<file path="config.mk">
export PLATFORM = sky130hd
export DESIGN_NAME = cla_pipe_adder
export DESIGN_NICKNAME = d
export VERILOG_FILES = /design/src/rtl/cla_pipe_adder.sv
export SDC_FILE = /design/constraint.sdc
export NUM_CORES = 1
export LEC_CHECK = 0
export CAP_MARGIN = 20
export CORE_MARGIN = 10
export CORE_UTILIZATION = 40
export CTS_CLUSTER_SIZE = 8
export DETAILED_ROUTE_END_ITERATION = 10
export PLACE_DENSITY_LB_ADDON = 0.2
export SKIP_CTS_REPAIR_TIMING = 1
export SYNTH_ARGS = -nofsm -noshare
export SYNTH_HDL_FRONTEND = slang
export SYNTH_SLANG_ARGS = --single-unit
</file>
<file path="constraint.sdc">
create_clock -name clk -period 4.9 [get_ports clk]
set_input_delay 1.47 -clock clk [delete_from_list [all_inputs] [get_ports clk]]
set_output_delay 1.47 -clock clk [all_outputs]
set_load 0.005 [all_outputs]
</file>
<file path="src/rtl/cla_pipe_adder.sv">
// cla_pipe_adder: pipelined carry-look-ahead adder/subtractor with valid/ready handshake
module cla_pipe_adder #(
  parameter int WIDTH = 32,
  parameter int SEG_W = 8,
  parameter int GROUP = 4
) (
  input  logic             clk,
  input  logic             rst,
  input  logic             in_valid,
  output logic             in_ready,
  input  logic [WIDTH-1:0] x,
  input  logic [WIDTH-1:0] y,
  input  logic             c_in,
  input  logic             sub,
  output logic             out_valid,
  input  logic             out_ready,
  output logic [WIDTH-1:0] s,
  output logic             c_out,
  output logic             ovf,
  output logic             zero
);
  localparam int NSEG = WIDTH / SEG_W;
  localparam int NG = SEG_W / GROUP;
  logic stall;
  if (WIDTH % SEG_W != 0 || SEG_W % GROUP != 0) begin : g_bad_cfg
    $fatal(1, "cla_pipe_adder: WIDTH must be a multiple of SEG_W and SEG_W a multiple of GROUP");
  end
  function automatic logic [SEG_W:0] cla_seg(input logic [SEG_W-1:0] a, input logic [SEG_W-1:0] b, input logic cin);
    logic [SEG_W-1:0] g, p, sm;
    logic [NG:0] gc;
    logic gg, pg, ci;
    g = a & b;
    p = a ^ b;
    sm = '0;
    gc = '0;
    gc[0] = cin;
    for (int j = 0; j < NG; j++) begin
      gg = 1'b0;
      pg = 1'b1;
      for (int i = 0; i < GROUP; i++) begin
        gg = g[j*GROUP+i] | (p[j*GROUP+i] & gg);
        pg = pg & p[j*GROUP+i];
      end
      gc[j+1] = gg | (pg & gc[j]);
    end
    for (int j = 0; j < NG; j++) begin
      ci = gc[j];
      for (int i = 0; i < GROUP; i++) begin
        sm[j*GROUP+i] = p[j*GROUP+i] ^ ci;
        ci = g[j*GROUP+i] | (p[j*GROUP+i] & ci);
      end
    end
    return {gc[NG], sm};
  endfunction
  for (genvar k = 0; k < NSEG; k++) begin : g_st
    localparam int LO = k * SEG_W;
    localparam int OPW = (k < NSEG - 1) ? WIDTH - LO - SEG_W : 1;
    logic [WIDTH-LO-1:0] a_i, b_i;
    logic [OPW-1:0] a_q, b_q;
    logic [LO+SEG_W-1:0] s_d, s_q;
    logic [SEG_W:0] r;
    logic c_i, v_i, c_q, v_q;
    if (k == 0) begin : g_head
      assign a_i = x;
      assign b_i = sub ? ~y : y;
      assign c_i = sub | c_in;
      assign v_i = in_valid;
      assign s_d = r[SEG_W-1:0];
    end else begin : g_link
      assign a_i = g_st[k-1].a_q;
      assign b_i = g_st[k-1].b_q;
      assign c_i = g_st[k-1].c_q;
      assign v_i = g_st[k-1].v_q;
      assign s_d = {r[SEG_W-1:0], g_st[k-1].s_q};
    end
    assign r = cla_seg(a_i[SEG_W-1:0], b_i[SEG_W-1:0], c_i);
    // stage register: partial sum, segment carry, unconsumed operand bits (last stage keeps MSBs for ovf)
    always_ff @(posedge clk) begin
      if (rst) begin
        v_q <= 1'b0;
        c_q <= 1'b0;
        s_q <= '0;
        a_q <= '0;
        b_q <= '0;
      end else if (!stall) begin
        v_q <= v_i;
        c_q <= r[SEG_W];
        s_q <= s_d;
        a_q <= a_i[WIDTH-LO-1 -: OPW];
        b_q <= b_i[WIDTH-LO-1 -: OPW];
      end
    end
  end
  assign out_valid = g_st[NSEG-1].v_q;
  assign stall = out_valid & ~out_ready;
  assign in_ready = ~stall;
  assign s = g_st[NSEG-1].s_q;
  assign c_out = g_st[NSEG-1].c_q;
  assign ovf = s[WIDTH-1] ^ g_st[NSEG-1].a_q[0] ^ g_st[NSEG-1].b_q[0] ^ c_out;
  assign zero = ~|s;
endmodule

</file>
Yosys cells after proc, flatten, opt, wreduce, memory -nomap -nowiden
Index checks and enable logic that the tools add are counted.
{"block": "word_totals", "reg_bits": 186, "in_bits": 70, "out_inout_bits": 37, "word_cells": 207}
{"block": "classes", "muxes": 1, "n_bitwise": 184, "n_reduce_logical": 2}
{"op": "bitwise AND 1 bit", "n": 81}
{"op": "OR 1 bit", "n": 57}
{"op": "bitwise XOR 1 bit", "n": 35}
{"op": "bitwise AND 8 bit", "n": 4}
{"op": "two-way mux 32 bit", "n": 1}
{"op": "NOT 32 bit", "n": 1}
{"op": "OR reduction 32 bit", "n": 1}
{"op": "bitwise XOR 8 bit", "n": 4}
{"op": "NOT 1 bit", "n": 2}
{"op": "zero test 1 bit", "n": 1}

Logic depth before layout (Yosys ltp)
{"block": "logic_depth", "word_depth": 17, "ltp_mapped": 13, "depth_no_buf": 11}

Worst setup path after synthesis
Ideal clock, no wire load.
{"block": "synth_path", "path_type": "in2reg", "startpoint": "in sub", "endpoint": "reg g_st[0].s_q[7]", "t_arrival_ns": 4.137, "slack_ns": 0.693, "cell_stages": 13, "path_buffers": 2, "path_cell_list": "buf_2 > buf_2 > xor2_1 > ha_1 > o211ai_1 > a21oi_1 > nor2_1 > fa_1 > fa_1 > fa_1 > xnor2_1 > nand2_1 > a21oi_1"}
{"block": "synth_between", "elab_chain_len": 16, "word_cells_on_any_way": 22, "classes_between": "mux (1); bitwise (21)"}
{"item": "from (decl)", "line_no": "14", "rtl": "input logic sub,"}
{"item": "two-way mux 32 bit", "line_no": "65", "rtl": "assign b_i = sub ? ~y : y;"}
{"item": "bitwise XOR 8 bit / bitwise AND 8 bit (equally long branches)", "line_no": "33, 32"}
{"item": "bitwise AND 1 bit", "line_no": "41", "rtl": "gg = g[j*GROUP+i] | (p[j*GROUP+i] & gg);"}
{"item": "OR 1 bit", "line_no": "41"}
{"item": "bitwise AND 1 bit", "line_no": "41"}
{"item": "OR 1 bit", "line_no": "41"}
{"item": "bitwise AND 1 bit", "line_no": "41"}
{"item": "OR 1 bit", "line_no": "41"}
{"item": "OR 1 bit", "line_no": "44", "rtl": "gc[j+1] = gg | (pg & gc[j]);"}
{"item": "bitwise AND 1 bit", "line_no": "50", "rtl": "ci = g[j*GROUP+i] | (p[j*GROUP+i] & ci);"}
{"item": "OR 1 bit", "line_no": "50"}
{"item": "bitwise AND 1 bit", "line_no": "50"}
{"item": "OR 1 bit", "line_no": "50"}
{"item": "bitwise AND 1 bit", "line_no": "50"}
{"item": "OR 1 bit", "line_no": "50"}
{"item": "bitwise XOR 1 bit *", "line_no": "49", "rtl": "sm[j*GROUP+i] = p[j*GROUP+i] ^ ci;"}
{"item": "to (signal assigned)", "line_no": "82", "rtl": "s_q <= '0;"}
{"item": "to (signal assigned)", "line_no": "88", "rtl": "s_q <= s_d;"}
{"item": "to (decl)", "line_no": "60", "rtl": "logic [LO+SEG_W-1:0] s_d, s_q;"}
Mark *: on every way between the ends. The rest lies on a longest branch, timed or not.
A chain may end at the register's enable or synchronous reset.

Final worst setup path
{"block": "layout_path", "startpoint": "in out_ready", "endpoint": "out in_ready"}
{"block": "layout_between", "elab_chain_len": 3}
{"item": "from (decl)", "line_no": "16", "rtl": "input logic out_ready,"}
{"item": "NOT 1 bit", "line_no": "95", "rtl": "assign stall = out_valid & ~out_ready;"}
{"item": "bitwise AND 1 bit", "line_no": "95"}
{"item": "NOT 1 bit", "line_no": "96", "rtl": "assign in_ready = ~stall;"}
{"item": "to (decl)", "line_no": "10", "rtl": "output logic in_ready,"}
Every way passes these cells.

==> results <==
- sky130_fd_sc_hd__nand2_1 is the most common cell in the netlist.
- The share of Yosys cell area claimed by the top area cell type is 46.4%.
- Data on the critical path arrives at its endpoint at 2.64 ns.
- On the final layout, the worst clock skew is 0.0101 ns.
- Counting every net in the synthesized netlist gives 1073.
- The final max-slew violation count is 0.
- Synthesis inferred 186 register bits.
- The area growth from synthesis to layout is 21.3%.
- The number of search-and-repair iterations in the first detailed-routing pass is 4.
- In this run the cell area of the synthesized design comes to 0.00802 sq mm.
- The vertical die dimension is 162 um.
- The routability congestion estimate is 0.763.
- The first global-routing pass estimated 29400 um of wire.
- The accumulated negative setup slack is 0 ns.
- The timing startpoint of the critical path is out_ready.
- The initial antenna violation count is 0.
- The worst voltage drop across the vdd grid is 0.000230 V.
- Headroom to the max-slew limit came out at 26.2%.
- Internal power comes to 0.00250 W.
- The slowest library cell on the worst path is sky130_fd_sc_hd__clkdlybuf4s50_1.
- The synthesized design contains 0 enable-type register cells.
- In the routed layout, each cell is associated on average with a via count of 4.75.
- The number of hold violations in the final report is 0.
- The start point of the worst min-delay path is g_st[1].s_q[13].
- The die is 162 um wide.
- The half-perimeter wire length of the detailed placement result is 11700 um.
- The leakage power figure is 3.86 nW.
- Entering global routing, the biggest net connects 220 pins.
- The worst register-to-register path begins at g_st[1].a_q[0].
- Dividing the synthesized area by the synthesized cell count gives 8.47 sq um.
- The final route contains 6132 vias.
- The sort of element at the end of the critical path is an output port.
- Counting both buffers and inverters, the worst setup path holds a total of 3.
- The initial core utilization is 40.9%.
- Port buffering added 106 buffers.
- For this run the aggregate overflow at the end of global routing stands at 0.
- The total setup violations reported at the end of the flow is 0.
- Sequential cells account for 49.7% of the total power.
- The floorplan has 51 rows.
- By count the netlist is led by 286 x sky130_fd_sc_hd__nand2_1, 186 x sky130_fd_sc_hd__dfxtp_1, 149 x sky130_fd_sc_hd__a21oi_1.
- The first-iteration detailed-routing DRC count is 343.
- The signal on the critical path passes through clkdlybuf4s50_1 > nor2b_4 > inv_6 > clkdlybuf4s50_1.
- In this run the remaining antenna-violating nets after routing total 0.
- In this run the standard cell core region covers 0.0196 sq mm.
- Sequential elements use 46.4% of the synthesized area.
- The flow ran to the end, and the final reports show no timing, DRC or antenna violations.
- In the final layout, the share of cells above drive strength 1 is 4.29%.
- STA classifies the critical path startpoint as an input pin.
- The reg-to-reg setup timing slack is 1.85 ns.
- The CTS tree is built.
- After clock tree synthesis, the clock-pin slew on the worst setup and hold paths is 0.07 ns.
- The combined global-route utilization of all metal layers is 13.5%.
- The final wirelength is 17600 um.
- By area the synthesized netlist is led by sky130_fd_sc_hd__dfxtp_1 46%, sky130_fd_sc_hd__nand2_1 13%, sky130_fd_sc_hd__a21oi_1 9.3%, sky130_fd_sc_hd__fa_1 6.0%, sky130_fd_sc_hd__ha_1 5.0%.
- The clock insertion delay at the later pin of the skew report is 0.43 ns.
- The largest fanout on the critical path is 2.
- The count of boundary I/O pins is 107.
- The synthesized design spends more area on one cell type than any other, namely sky130_fd_sc_hd__dfxtp_1.
- At the pin with the least slew margin, the transition time is 1.11 ns.
- The overall power is 0.00338 W.
- Timing would allow up to 0.244 GHz.
- Summed over all nets, the switching power comes to 0.000879 W.
- In this run the deepest clock path goes through 2 buffers.
- The family of cells with the greatest summed delay on the critical path is buffers and inverters.
- The CTS buffer count is 17.
- For the worst setup path, the data required time is 3.43 ns.
- The classification of the worst setup path is in -> out.
- The highest cell delay on the worst timing path is 0.52 ns.
- Among all flip-flop cells after synthesis, the most frequent one is sky130_fd_sc_hd__dfxtp_1.
- The clock network is responsible for 39.0% of the overall power.
- The repair_antennas step left the layout with diodes totalling 0.
- In this run the clock root is driven by a sky130_fd_sc_hd__clkbuf_16.
- Per report_power, the combinational group accounts for 11.3% of the total.
- In the final routed layout, each cell accounts on average for 13.6 um.
- The ratio of final minimum period to clock period is 83.8%.
- The floorplan die area is 0.0261 sq mm.
- The count of nets after finishing is 1138.
- The number of cells produced by synthesis is 947.
- The reported max-cap violation count is 0.
- The number of clock sinks seen by CTS is 186.
- The power density over the cells is 347 mW/mm^2.
- For this run, design rule violations remaining after detail routing come to 0.
- Setup repair after global routing left no endpoint under its margin.
- The number of unique standard cell types used by synthesis is 38.
- The share of synthesized registers carrying an async set or reset is 0%.
- The number of global-route vias before repair came to 5981.
- The filler cell count is 1952.
- The most common cell type on the critical path is sky130_fd_sc_hd__clkdlybuf4s50_1.
- The count of synthesis-stage warnings from yosys is 0.
- In this run the number of H-tree levels came out at 4.
- The net switching fraction of the power is 26.0%.
- The worst path needs 4.11 ns of the cycle, external delays included.
- The worst min-delay path category is reg -> reg.
==> final timing paths <==
check	to	cells past startpoint
worst max-delay path	in_ready	4
worst min-delay path	g_st[1].s_q[13]	2
worst max register to register	g_st[2].s_q[23]	10
worst min register to register	g_st[1].s_q[13]	2
==> worst reg2reg max path: stages, from the launching register on <==
cell and delay, ns:
sky130_fd_sc_hd__dfxtp_1 0.33, sky130_fd_sc_hd__ha_1 0.29, sky130_fd_sc_hd__a21o_1 0.18, sky130_fd_sc_hd__a211oi_1 0.23, sky130_fd_sc_hd__nor2_1 0.10, sky130_fd_sc_hd__or2_2 0.29, sky130_fd_sc_hd__fa_1 0.39, sky130_fd_sc_hd__fa_1 0.40
sky130_fd_sc_hd__fa_1 0.39, sky130_fd_sc_hd__xnor2_1 0.14, sky130_fd_sc_hd__a211oi_1 0.22
==> sequential cells by signal (all words and copies together) (netlist names) <==
| signal | count |
|---|---|
| g_st.c_q | 3 |
| c_out | 1 |
| s | 32 |
| out_valid | 1 |
| g_st.s_q | 48 |
| g_st.b_q | 49 |
| g_st.a_q | 49 |
| g_st.v_q | 3 |
==> power groups by stage <==
| stage | Combinational, W | Sequential (W) | Clock [W] |
|---|---|---|---|
| 2_1_floorplan | 0.000239 | 0.00170 | 0 |
| 3_3_place_gp | 0.000380 | 0.00171 | 0 |
| 3_5_place_dp | 0.000387 | 0.00171 | 0 |
| 4_1_cts | 0.000389 | 0.00168 | 0.00135 |
| 5_1_grt | 0.000438 | 0.00169 | 0.00142 |
| 6_report | 0.000382 | 0.00168 | 0.00132 |
==> cells in the final DEF, fill, tap and decap left out, types with 2 or more instances in the layout <==
cell type                         count
sky130_fd_sc_hd__inv_8                4
sky130_fd_sc_hd__inv_6                6
sky130_fd_sc_hd__nand2b_1             2
sky130_fd_sc_hd__inv_1               25
sky130_fd_sc_hd__clkdlybuf4s50_1    104
sky130_fd_sc_hd__nand2_1            286
sky130_fd_sc_hd__clkbuf_16           17
sky130_fd_sc_hd__fa_1                24
sky130_fd_sc_hd__xnor2_1             33
sky130_fd_sc_hd__nor4_1               8
sky130_fd_sc_hd__clkinvlp_4           4
sky130_fd_sc_hd__nor2_1              47
sky130_fd_sc_hd__o21ai_0              7
sky130_fd_sc_hd__ha_1                32
sky130_fd_sc_hd__nand3_1              4
sky130_fd_sc_hd__a211oi_1            43
sky130_fd_sc_hd__dfxtp_1            186
sky130_fd_sc_hd__nand4_1              4
sky130_fd_sc_hd__buf_4                5
sky130_fd_sc_hd__a21o_1               3
sky130_fd_sc_hd__a21oi_1            149
sky130_fd_sc_hd__xor2_1              10
==> layer usage <==
metal	routed length (um)	part of all wire [%]	global-route usage [%]
met5	0	0	0
met2	7250	41	19.1
met4	186	1.1	4.59
met3	733	4.2	3.38
met1	9390	53	19.5
==> stage by stage <==
stage	std cells	util [%]	hold WS (ns)	setup WS, ns	area [sq um]
global placement	1258	46.8	0.440	0.502	9160
CTS	1290	49.7	0.454	0.771	9730
global route	1290	49.7	0.464	0.671	9730
floorplan	947	-	0.432	0.693	8020
finish	1290	49.7	0.452	0.794	9730
detailed placement	1258	46.8	0.445	0.415	9160
==> logic make-up (layout without fill, tap and decap cells) <==
logic type | Yosys count | count (layout) | share of synthesized area (%)
and+or+nand+nor | 358 | 358 | 17.6
AOI/OAI and AO/OA | 212 | 212 | 15.2
DFF | 186 | 186 | 46.4
buffers and inverters | 92 | 170 | 5.12
adders and majority gates | 56 | 56 | 11.0
xor gates and xnor gates | 43 | 43 | 4.70
==> cell type report <==
| cell class | count | area, sq um | share of cell area (%) |
|---|---|---|---|
| inverter | 26 | 103 | 1.05 |
| timing repair buffer | 112 | 1110 | 11.5 |
| clock inverter | 14 | 128 | 1.31 |
| clock buffer | 18 | 439 | 4.52 |
| tap | 265 | 332 | 3.41 |
| sequential | 186 | 3720 | 38.3 |
| multi-input combinational | 669 | 3890 | 40.0 |
(Power assumes the default switching activity.)
